<file path="src/rtl/chunk_serial_adder.sv">
// Area-lean adder/subtractor that processes CHUNK bits per clock, carrying between chunks in a
// register. Results are presented for one cycle under a start/busy/done handshake.
module chunk_serial_adder #(
    parameter int unsigned WIDTH = 8,
    parameter int unsigned CHUNK = 2
) (
    input  logic             clk_i,
    input  logic             rst_i,
    input  logic             start_i,
    input  logic [WIDTH-1:0] a_i,
    input  logic [WIDTH-1:0] b_i,
    input  logic             cin_i,
    input  logic             sub_i,
    output logic             busy_o,
    output logic             done_o,
    output logic [WIDTH-1:0] sum_o,
    output logic             cout_o,
    output logic             ovf_o
);

    localparam int unsigned N      = WIDTH / CHUNK;
    localparam int unsigned KW     = (N > 1) ? $clog2(N) : 1;
    localparam logic [KW-1:0] KLast = KW'(N - 1);

    typedef enum logic [1:0] {StIdle, StRun, StDone} state_e;

    state_e           state_q;
    logic [WIDTH-1:0] a_q, b_q, res_q, res_d, sum_q;
    logic [KW-1:0]    k_q;
    logic             c_q, busy_q, done_q, cout_q, ovf_q;
    logic [CHUNK-1:0] a_chunk, b_chunk;
    logic [CHUNK:0]   chunk_sum;
    logic             res_ovf;

    always_comb begin
        a_chunk   = a_q[k_q*CHUNK +: CHUNK];
        b_chunk   = b_q[k_q*CHUNK +: CHUNK];
        chunk_sum = {1'b0, a_chunk} + {1'b0, b_chunk} + {{CHUNK{1'b0}}, c_q};
        res_d     = res_q;
        res_d[k_q*CHUNK +: CHUNK] = chunk_sum[CHUNK-1:0];
        // Signs of the prepared operands, so subtract overflow falls out of the same rule.
        res_ovf   = (a_q[WIDTH-1] == b_q[WIDTH-1]) && (res_d[WIDTH-1] != a_q[WIDTH-1]);
    end

    always_ff @(posedge clk_i) begin
        if (rst_i) begin
            state_q <= StIdle;
            a_q     <= '0;
            b_q     <= '0;
            res_q   <= '0;
            k_q     <= '0;
            c_q     <= 1'b0;
            busy_q  <= 1'b0;
            done_q  <= 1'b0;
            sum_q   <= '0;
            cout_q  <= 1'b0;
            ovf_q   <= 1'b0;
        end else begin
            case (state_q)
                StIdle, StDone: begin
                    done_q <= 1'b0;
                    if (start_i) begin
                        a_q     <= a_i;
                        b_q     <= b_i ^ {WIDTH{sub_i}};
                        c_q     <= cin_i ^ sub_i;
                        k_q     <= '0;
                        res_q   <= '0;
                        busy_q  <= 1'b1;
                        state_q <= StRun;
                    end else begin
                        state_q <= StIdle;
                    end
                end
                StRun: begin
                    res_q <= res_d;
                    c_q   <= chunk_sum[CHUNK];
                    k_q   <= k_q + 1'b1;
                    if (k_q == KLast) begin
                        busy_q  <= 1'b0;
                        done_q  <= 1'b1;
                        sum_q   <= res_d;
                        cout_q  <= chunk_sum[CHUNK];
                        ovf_q   <= res_ovf;
                        state_q <= StDone;
                    end
                end
                default: state_q <= StIdle;
            endcase
        end
    end

    assign busy_o = busy_q;
    assign done_o = done_q;
    assign sum_o  = sum_q;
    assign cout_o = cout_q;
    assign ovf_o  = ovf_q;

endmodule

</file>
<file path="config.mk">
export PLATFORM = sky130hd
export DESIGN_NAME = chunk_serial_adder
export DESIGN_NICKNAME = d
export VERILOG_FILES = /design/src/rtl/chunk_serial_adder.sv
export SDC_FILE = /design/constraint.sdc
export NUM_CORES = 1
export LEC_CHECK = 0
export ABC_CLOCK_PERIOD_IN_PS = 3800
export BUFFER_PORTS_ARGS = -buffer_cell sky130_fd_sc_hd__buf_4
export CAP_MARGIN = 10
export CORE_MARGIN = 5
export CORE_UTILIZATION = 51
export CTS_CLUSTER_DIAMETER = 30
export DETAILED_ROUTE_END_ITERATION = 10
export HOLD_SLACK_MARGIN = 0.03
export PLACE_DENSITY = 0.8
export SYNTH_ARGS = -nofsm -noshare
export SYNTH_HDL_FRONTEND = slang
export SYNTH_SLANG_ARGS = --single-unit
</file>
<file path="constraint.sdc">
create_clock -name clk_i -period 3.8 [get_ports clk_i]
set_input_delay 0.19 -clock clk_i [delete_from_list [all_inputs] [get_ports clk_i]]
set_output_delay 0.19 -clock clk_i [all_outputs]
set_load 0.05 [all_outputs]
</file>
* Yosys cells after proc, flatten, opt, wreduce, memory -nomap -nowiden *
Cells that the tools add are included.

storage, ports and cells
  bits in latches = 0
  register bits = 41
  output and inout bits = 12
  memories = 0
  logic and storage cells = 52
  input bits = 21
  memory bits (read-only) = 0
  RAM bits = 0

cells by class
  muxes and demuxes = 15
  bitwise gates (word level) = 2
  shift-type cells = 4
  equal/unequal tests = 7
  order comparisons = 0
  multiply operators = 0
  add/subtract/negate cells = 4
  reduce and logical (&&, ||, !) cells = 9
  divide/modulo/power cells = 0

operator list
  cell                                                                    number
  3-bit negation with 34-bit output                                       1
  2-bit by 34-bit variable shift with 8-bit output, first input constant  1
  2-bit by 34-bit variable part select with 8-bit output                  1
  8-bit case mux with 2 select lines                                      1
  8-bit by 4-bit variable part select with 2-bit output                   2
  8-bit bitwise mux                                                       1
  8-bit 2-to-1 mux                                                        1
  2-bit case mux with 2 select lines                                      2
  2-bit AND reduction                                                     4
  8-bit XOR                                                               1
  1-bit case mux with 2 select lines                                      3
  1-bit 2-to-1 mux                                                        5
  2-bit equality test, second input constant                              2
  2-bit 2-to-1 mux                                                        2
  2-bit inequality test, second input constant                            2
  2-bit by 2-bit adder with 3-bit output                                  1
  3-bit by 1-bit adder with 3-bit output                                  1
  3-bit AND reduction                                                     1
  2-bit by 1-bit adder with 2-bit output, second input constant           1
  2-bit by 1-bit equality test with 1-bit output, second input constant   1
  2-bit zero test                                                         1
  2-bit nonzero test                                                      1
  2-bit OR reduction                                                      1
  1-bit equality test                                                     1
  other kinds (3)                                                         3

* Longest topological paths before layout *
  word-level depth = 7
  gate-level depth with buffers = 8
  gate-level depth less buffers = 7

* Worst setup path after synthesis *
No wires, ideal clock.

  path type = reg2reg
  start = register k_q[0]
  end = register ovf_q, in the netlist ovf_o
  arrival = 2,803 ps
  cell stages (with the launch flop) = 9
  data required time = 3,712 ps
  setup slack = 909 ps
  period minus slack after synthesis = 2,891 ps
  setup time = 88 ps
  buffers on the path = 1
  cell sequence = dfxtp_1 buf_4 mux4_2 fa_1 fa_1 nor2b_2 a31oi_1 or3_1 a311oi_2

on the way
  cells in the longest elaborated chain, start to end = 7
  elaborated cells on any way between the ends = 12
  those cells by class = add/sub: 3; eq/ne: 2; shift: 4; mux: 1; reduce/logical: 2

ends and longest elaborated chain
  what                                                                             RTL line  text
  start: declaration                                                               29        logic [KW-1:0] k_q;
  start signal: assignment                                                         77        k_q <= k_q + 1'b1;
  8-bit by 4-bit variable part select with 2-bit output, on equally long branches  36, 37
  2-bit by 2-bit adder with 3-bit output                                           38        chunk_sum = {1'b0, a_chunk} + {1'b0, b_chunk} + {{CHUNK{1'b0}}, c_q};
  3-bit by 1-bit adder with 3-bit output                                           38
  2-bit by 34-bit variable part select with 8-bit output                           40        res_d[k_q*CHUNK +: CHUNK] = chunk_sum[CHUNK-1:0];
  8-bit bitwise mux                                                                40
  1-bit inequality test                                                            42        res_ovf = (a_q[WIDTH-1] == b_q[WIDTH-1]) && (res_d[WIDTH-1] != a_q[WIDTH-1]);
  1-bit logical AND                                                                42
  end signal: assignment                                                           83        ovf_q <= res_ovf;
  end: declaration                                                                 30        logic c_q, busy_q, done_q, cout_q, ovf_q;

Parallel ways exist; a longest one is shown, timed or not.
A chain may end at the register's enable or synchronous reset.

* Final worst setup path *
Ends and elaborated chain as after synthesis.

==> metrics.txt <==
Multi-input gate area=between 1000 and 1500 um2; Fin Hold WS=139.1 ps; Crit Path Class=flop to flop; max incr delay on CP=roughly 550 ps; Hold-fix buffers, CTS=0; crit path time final=~3000 ps; vias per std cell=between 5 and 6; Slew @ Worst Pin=~530 ps; largest net degree at the start of global routing=42; Total GRT Usage=15.01%; Slew Limit Fails=0; sw frac=between 20% and 30%; Rel. slew slack=around two thirds; synthesized cell area=1926 um2; Post-synth top cells=41 x dfxtp_1, 31 x nor2_1, 28 x nand2_1; EDFF count, synth=0; Tcrit/Tclk final=between 70% and 80%; Post-Synthesis Cells=208; Critical path buffers and inverters=0; Seq. cell area=just over 800 um2; Max IR drop VDD=240.2 uV; largest family of logic cells by synthesized area=simple AND/OR/NAND/NOR gates; final wirelength=around 3500 um; Critical Path Start=k_q[0]; initial antenna violation count=0; ys async rst share=0%; DP HPWL=2642 um; compound-cell area share of the yosys netlist=between 10 and 15%; pre-CTS WS=roughly 820 ps; ant diodes=0; DRC violations left=0; clock root buffer=clkbuf_8; YS warnings=0; start of the worst register-to-register path=k_q[0]; Antenna Nets Post-Route=0; Layout Utilization=between 60% and 70%; CTS tree=done; clk slew on worst S/H paths=approximately 70 ps; status=finished, final reports clean; Setup WS post-layout=about 840 ps; TritonRoute pass-1 iters=4; CP Capture Type=flop; Max Cap Violations=0; most frequent CP cell=fa_1; slowest CP cell=mux4_2; Port Buf Inserts=32; fill cell count=about 340; PwrDens=just over 400 nW/um2; Synth Area in Simple Gates=about 20%; CTS H-tree lvls=2; CP max FO=5; TritonCTS sink count=41; total power=approximately 0.92 mW; vias in the first global route=about 1500; worst-case clock buffer depth=2; clk_skew=between 9 and 10 ps; HP Class=primary input to flop; Yosys top cell by area=dfxtp_1; Clk pwr share=between 30% and 40%; Adder-Cell Fraction of Synth Area=roughly 6%; GPL Wtd Cong=between 0.9 and 1; Seq/Total Area, Yosys=between 40% and 50%; RSZ-0062 raised after global routing=false; Avg Cell Area, Syn=a little over 9 um2; first-pass GRT wire length=6113 um; main area contributors after synthesis=dfxtp_1 43%, nor2_1 6.0%, nand2_1 5.5%, a211oi_1 5.1%, mux4_2 4.7%; Leakage=0.8633 nW; vias=between 1000 and 1500; WP data arrival=3170 ps; Starting DRT DRC Count=just over 70; Worst-Skew Late Latency=roughly 290 ps; Yosys cell types=32; row cnt=22; Int Pwr=around 0.7 mW; Flop pwr share=between 50% and 60%; delay-heaviest family, CP=adder cells; worst path cell trace=mux4_2 -> fa_1 -> fa_1 -> nor2b_2 -> a31oi_1 -> or3_1 -> a311oi_2; die area=~5000 um2; core area=approximately 3700 um2; die height=slightly above 70 um; Final setup viols=0; P&R area growth vs syn=17.09%; Die Span X=~70 um; gr ovfl total=0; CTS buffer count=5; Syn Nets=237; setup repair bufs after CTS=0; CP Launch Type=flop; CTS resizes=0; Top Ports=33; most frequent cell after synthesis=dfxtp_1; combinational power share=13.8%; setup_tns=0 ps; layout cells sized above 1=24.36%; Yosys reg bits=slightly above 40; Hold Fails Final Rpt=0; top cell type's share of synthesized area=between 40% and 50%; Psw=between 0.2 and 0.25 mW; Synth Area in XOR/XNOR=under 10%; WL/cell=between 10 and 15 um; top_reg_cell synth=dfxtp_1; hold_sp=a_i[2]; Initial Util=52.60%; FMAX=between 0.3 and 0.4 GHz; final net count=263; Crit path required time=approximately 4000 ps; mux share of post-synthesis cell area=roughly 7%
-- final timing paths --
path	end	slack, ps	cells after the start
hold reg to reg	cout_o	460	2
setup reg to reg	ovf_o	840	7
hold / removal	a_q[2]	140	3
setup / recovery	ovf_o	840	7
-- sequential cells by signal, summed over array words and instances, names as in the netlist, 2 cells and up --
signal and count:
sum_o 8, state_q 2, res_q 8, a_q 8, k_q 2, b_q 8
-- layout by cell type (no fill, tap or decap), drive strengths merged, types with 2 or more instances in the layout --
cell type,instances
a22oi,3
mux2,4
a31oi,4
a41oi,2
nor3,3
nor2b,14
buf,34
a31o,2
nand2,28
a211oi,14
xnor2,9
clkbuf,5
fa,2
a21oi,14
inv,2
nor2,31
nand2b,4
dfxtp,41
mux4,4
ha,6
-- tightest hold or removal path, cell delays in order --
cell and delay [ps]:
buf_4 110, nand2_1 50, a21oi_1 50
-- power groups by stage --
stage | Clock (mW) | Sequential [mW] | Combinational (mW)
6_report | 0.332 | 0.461 | 0.127
5_1_grt | 0.352 | 0.463 | 0.141
4_1_cts | 0.337 | 0.462 | 0.129
3_5_place_dp | 0 | 0.472 | 0.128
3_3_place_gp | 0 | 0.471 | 0.125
2_1_floorplan | 0 | 0.470 | 0.0929
-- cell families after synthesis --
logic type / Yosys count
AO/OA/AOI/OAI: 41
XOR/XNOR: 9
adder cells (fa/ha/maj): 8
buffers and inverters: 17
flip-flops: 41
multiplexers: 8
AND/OR/NAND/NOR: 84
-- area by class of cell --
type	count	share of cell area, %
Tap cell	48	2.664
Sequential cell	41	36.40
Multi-Input combinational cell	150	44.67
Clock buffer	5	3.052
Clock inverter	2	1.554
Timing Repair Buffer	34	11.32
Inverter	2	0.3330
-- per-layer routing --
layer  global-route usage, %  part of all wire [%]  up-vias
met3                   4.348                   5.1       11
met5                       0                     0        -
li1                        -                     -      760
met1                   16.48                    44      667
met4                   8.351                   2.9        0
met2                   25.82                    48       33
-- metrics by stage --
step | instances | cell area [um2]
5_1_grt | 282 | 2255
2_1_floorplan | 208 | 1926
3_5_place_dp | 275 | 2151
6_report | 282 | 2255
4_1_cts | 282 | 2255
3_3_place_gp | 275 | 2151
Power figures use the tool's default switching activity.
